`src/rtl/regfile.sv`:
```
// 32 x XLEN integer register file: two combinational read ports, one synchronous
// write port, x0 hardwired to zero, synchronous active-low clear of all entries.
module regfile #(
    parameter int XLEN      = 32,
    parameter int NREGS     = 32,
    parameter bit WR_BYPASS = 1'b0
) (
    input  logic                     clk,
    input  logic                     reset,
    input  logic                     write_en,
    input  logic [$clog2(NREGS)-1:0] A1,
    input  logic [$clog2(NREGS)-1:0] A2,
    input  logic [$clog2(NREGS)-1:0] A3,
    input  logic [XLEN-1:0]          WD3,
    output logic [XLEN-1:0]          RD1,
    output logic [XLEN-1:0]          RD2
);

    localparam int AW = $clog2(NREGS);

    logic [XLEN-1:0] regs [NREGS];
    logic            wr_active;

    assign wr_active = reset && write_en && (A3 != '0);

    always_ff @(posedge clk) begin
        if (!reset) begin
            for (int i = 0; i < NREGS; i++) begin
                regs[i] <= '0;
            end
        end else if (wr_active) begin
            regs[A3] <= WD3;
        end
    end

    // x0 is forced to zero on the read side so it never depends on storage contents
    always_comb begin
        RD1 = regs[A1];
        if (WR_BYPASS && wr_active && (A1 == A3)) begin
            RD1 = WD3;
        end
        if (A1 == AW'(0)) begin
            RD1 = '0;
        end
    end

    always_comb begin
        RD2 = regs[A2];
        if (WR_BYPASS && wr_active && (A2 == A3)) begin
            RD2 = WD3;
        end
        if (A2 == AW'(0)) begin
            RD2 = '0;
        end
    end

endmodule

```
`config.mk`:
```
export PLATFORM = sky130hd
export DESIGN_NAME = regfile
export DESIGN_NICKNAME = d
export VERILOG_FILES = /design/src/rtl/regfile.sv
export SDC_FILE = /design/constraint.sdc
export NUM_CORES = 2
export LEC_CHECK = 0
export CORE_MARGIN = 5
export CORE_UTILIZATION = 32
export DETAILED_ROUTE_END_ITERATION = 16
export GPL_TIMING_DRIVEN = 1
export HOLD_SLACK_MARGIN = 0.12
export PLACE_DENSITY_LB_ADDON = 0.25
export REMOVE_ABC_BUFFERS = 1
export SKIP_CTS_REPAIR_TIMING = 1
export SLEW_MARGIN = 40
export SYNTH_ARGS = -nofsm -noshare
export SYNTH_HDL_FRONTEND = slang
export SYNTH_SLANG_ARGS = --single-unit
```
`constraint.sdc`:
```
create_clock -name clk -period 4.9 [get_ports clk]
set_input_delay 0.98 -clock clk [delete_from_list [all_inputs] [get_ports clk]]
set_output_delay 0.98 -clock clk [all_outputs]
set_load 0.005 [all_outputs]
```
==> Yosys cells after proc, flatten, opt, wreduce, memory -nomap -nowiden <==
Memories as Yosys holds them, arrays and structs flattened.
Index checks and enable logic that the tools add are counted.
{ "word_totals": {"out_inout_bits": 64, "ram_bits": 1024, "n_memories": 1, "register_bits": 0, "wordCells": 16, "input_bits": 50} }
{ "op_classes": {"muxes": 9, "reduce_logical": 6} }
{ "mem_list": {"columns": ["name", "words", "word_bits", "rd", "rd_clocked_by_memory_dff", "wr", "line_no", "source"], "rows": [
  ["regs", 32, 32, 2, 0, 32, "21", "logic [XLEN-1:0] regs [NREGS];"]
]} }
{ "ops": {"columns": ["operator", "count"], "rows": [
  ["two-way mux 32 bit", 3],
  ["OR reduction 32 bit", 1],
  ["logical NOT 5 bit", 2],
  ["two-way mux 1 bit", 5],
  ["two-way mux 5 bit", 1],
  ["nonzero test 5 bit", 1],
  ["logical AND 1 bit", 2]
]} }

==> Longest topological paths before layout <==
{ "depth": {"word_depth": 7, "depth_mapped": 9, "ltp_nobuf": 4} }

==> Least setup slack after synthesis <==
No wires, ideal clock.
{ "synth_path": {"path_type": "input port to flip-flop", "start": "in reset", "end": "mem regs[24][0], enable pin", "required_ps": 4434, "slack_ps": 384, "t_arrival_ps": 4050, "setup_time_ps": 466, "path_stages": 5, "path_buffers": 2, "path_cell_list": "buf_2 > nand2_1 > or3_1 > clkbuf_1 > o21ai_0"} }
{ "synth_lines": {"columns": ["item", "line_no", "source"], "rows": [
  ["start: declaration", "9", "input logic reset,"],
  ["end: declaration", "21", null]
]} }

==> Worst setup path after layout <==
{ "layout_path": {"start": "in A1[2]", "end": "out RD1[31]"} }
{ "layout_via": {"elab_chain_len": 2, "elab_cells_between_ends": 3, "classes_between": "mux: 1; reduce/logical: 1; memory: 1"} }
{ "layout_lines": {"columns": ["item", "line_no", "source"], "rows": [
  ["start: declaration", "11", "input logic [$clog2(NREGS)-1:0] A1,"],
  ["memory (32 x 32 bit) / logical NOT 5 bit (equally long branches)", null, null],
  ["two-way mux 32 bit *", "42", "if (A1 == AW'(0)) begin"],
  ["end: declaration", "15", "output logic [XLEN-1:0] RD1,"]
]} }
Mark *: on every way between the ends. The rest lies on a longest branch, timed or not.

==> out/results.md <==
- 6.684 ps — final setup slack of the worst path
- edfxtp_1 — dominant cell type by area after synthesis
- edfxtp_1, and2_1, mux4_2, clkbuf_1, mux2i_1 — leading post-synthesis cells by instance count
- 421.6 um — DIE WIDTH
- clkbuf_16 — root buffer cell
- 15 — maximum fanout along the worst path
- 0.399 — part of the total power dissipated in the clock network
- 0.4508 — relative max-transition margin
- input port — CP Launch Type
- 0 — adder-cell area share of the yosys netlist
- 15.67k — Fill cells
- 196000 um — detailed-route wire length
- 3 — H-tree levels
- 168900 um2 — placeable core region
- 0 — Routed Antenna Nets
- 5775 — placed insts
- 112 — clock buffers created by TritonCTS
- -94.10 ps — post-place setup slack
- 0 — Final Setup Violations
- 34.37k — number of global-route vias before repair
- done — TritonCTS clock tree
- 121600 um — final HPWL from detailed placement
- 60 ps — register clock-pin slew on the reported worst setup and hold paths
- 114 — Top Ports
- 273400 um — first-pass GRT wire length
- 1024 — clock tree sinks
- 54220 um2 — synthesized area
- 0.3210 — starting density of the core
- 59920 um2 — post-placement cell area
- 113 — total of buffers placed on input and output ports
- 32.68 um — routed wirelength normalized by instance count
- nor3_1 — slowest CP cell
- edfxtp_1, mux4_2, and2_1, mux2i_1, clkbuf_1 — top area cells in the synthesized netlist
- clkbuf_8, or3_2, buf_12, o22ai_1, a2111oi_2, buf_4, nor3_1, buf_4, clkdlybuf4s50_1 — CP cell instances
- 17.55% — Layout Area Growth over Synthesis
- 0.2916 — fraction of final layout cells sized beyond drive strength 1
- 0 — remaining design rule violation count
- 0 — GRT overflow
- 1024 — total of flip-flops plus latches after synthesis
- regs — largest register by flop count
- 0.3090 mV — VDD IR max
- no — RSZ-0062 raised after global routing
- 63740 um2 — Final Instance Area
- 16.49 mW — P_int
- input port to output pin — Crit Path Class
- 0.9986 — ratio of final minimum period to clock period
- output pin — crit end category
- 5996 — post-layout instance count excluding filler cells
- 151 — std cell rows
- 3920 ps — Worst EP required
- 345.7 nW/um2 — power density normalized to cell area
- 63 — pin count of the biggest net entering global routing
- 0 — area share of xor/xnor cells in the synthesized design
- 5.548 mW — switching power summed over all nets
- edfxtp_1 — flip-flop cell with the highest count after synthesis
- multiplexers — largest family of logic cells by synthesized area
- 1024 — Largest register FFs
- 0.2518 — Net Sw Frac
- 18 — number of antenna violations at the first check in global routing
- 44 — Cell variety after synth
- 3910 ps — arrival time at the worst endpoint
- 15.46 um2 — syn avg cell area
- 0 — warning count from the yosys run
- 0.130 — Gate power share
- 21.73 nW — leakage power summed over all cells
- edfxtp_1 — cell with the most instances after synthesis
- 3721 — Total Nets Final
- 0.471 — sequential share of power
- 421.6 um — floorplan die height
- finished, final reports clean — status
- 33.38k — total vias in the final route
- input port to flop — Min-Delay Path Class
- 3 — Clock Path Buffers
- 0 — fraction of registers with async set or reset after synthesis
- 0.8102 — final estimated routing congestion in global placement
- 0.2300 — proportion of synthesized area in mux cells
- 0 — endpoints failing hold
- 1024 — number of flops mapped to enable cells by yosys
- 823.8 ps — transition time at the pin with the least slew margin
- 5 — worst path buffer plus inverter count
- 7 — drt first pass iters
- 0.03918 — synthesized-area fraction occupied by ao, oa, aoi and oai cells
- 660 ps — Slowest Stage Delay on Critical Path
- 0.5671 — Yosys top cell area share
- 0.1298 — area share of and/or/nand/nor cells after synthesis
- 3467 — DRT iter0 DRCs
- 0.5671 — Seq/Total Area, Yosys
- 0.2044 GHz — fmax
- regs x1024 — largest registers ranked by flip-flop count
- 5.566 — via density per instance
- buf_4 — Most common cell on crit path
- 3507 — Syn Inst Count
- buffers and inverters — Crit path max-delay family
- 4893 ps — time the worst path needs with I/O delays and setup
- 0.2157 — aggregate global-route resource usage
- 177800 um2 — Die Area
- 0 — count of pins over their slew limit
- 888.5 ps — final worst hold slack
- 0 — count of max-cap constraint violations
-- through the flow --
stage / utilization / setup TNS, ps / power (mW)
floorplan: - / 0 / 11.71
global placement: 0.3553 / -1022 / 13.40
detailed placement: 0.3548 / -233.0 / 13.41
CTS: 0.3770 / -250.7 / 22.16
global route: 0.3772 / 0 / 22.65
finish: 0.3774 / 0 / 22.04
-- worst paths after layout --
| path | depth (start not counted) | startpoint | slack [ps] | endpoint |
|---|---|---|---|---|
| worst max-delay path | 9 | A1[2] | 7 | RD1[31] |
| worst min-delay path | 2 | reset | 890 | regs[9][15] |
-- cell type report --
class                   count  area, um2  area share
clock buffers             137       2939     0.04611
flip-flops and latches   1024      30750      0.4825
multi-input cells        2122      22460      0.3524
diodes                      9      22.52   0.0003534
clock inverters            75      809.5     0.01270
repair buffers            408       3968     0.06225
inverters                   3      11.26   0.0001767
well taps                2218       2775     0.04354
-- logic make-up after synthesis --
group / Yosys count
AND/OR/NAND/NOR: 1148
AO/OA/AOI/OAI: 290
flip-flops: 1024
multiplexers: 652
buffers and inverters: 392
other: 1
-- placed cells by master, fill, tap and decap left out, drive strengths merged, types with 6 or more instances in the layout --
cell type and count:
mux2 30, a22o 51, nor2b 14, a211oi 7
o21ai 35, clkinvlp 6, nor2 37, diode 9
a22oi 16, nand2 9, nor4 6, bufinv 15
clkinv 51, clkbuf 139, nor3 54, a21oi 12
and2 995, clkdlybuf4s50 76, buf 330, conb 32
inv 6, o22ai 103, mux2i 150, mux4 472
edfxtp 1024, a2111oi 55
-- power groups by stage --
| stage | Combinational (mW) | Clock [mW] | Sequential (mW) |
|---|---|---|---|
| after floorplan | 1.24 | 0 | 10.5 |
| after global placement | 2.86 | 0 | 10.5 |
| after detailed placement | 2.86 | 0 | 10.6 |
| after CTS | 2.87 | 8.92 | 10.4 |
| after global routing | 2.98 | 9.25 | 10.4 |
| final | 2.86 | 8.79 | 10.4 |
-- per-layer routing --
metal	wire length, um	GRT usage	vias up
met5	55	0	-
li1	-	-	13950
met2	98610	0.3766	1409
met4	7538	0.08071	10
met1	77860	0.2731	17650
met3	11900	0.03015	356
No activity file was read; power rests on OpenSTA's default activity.
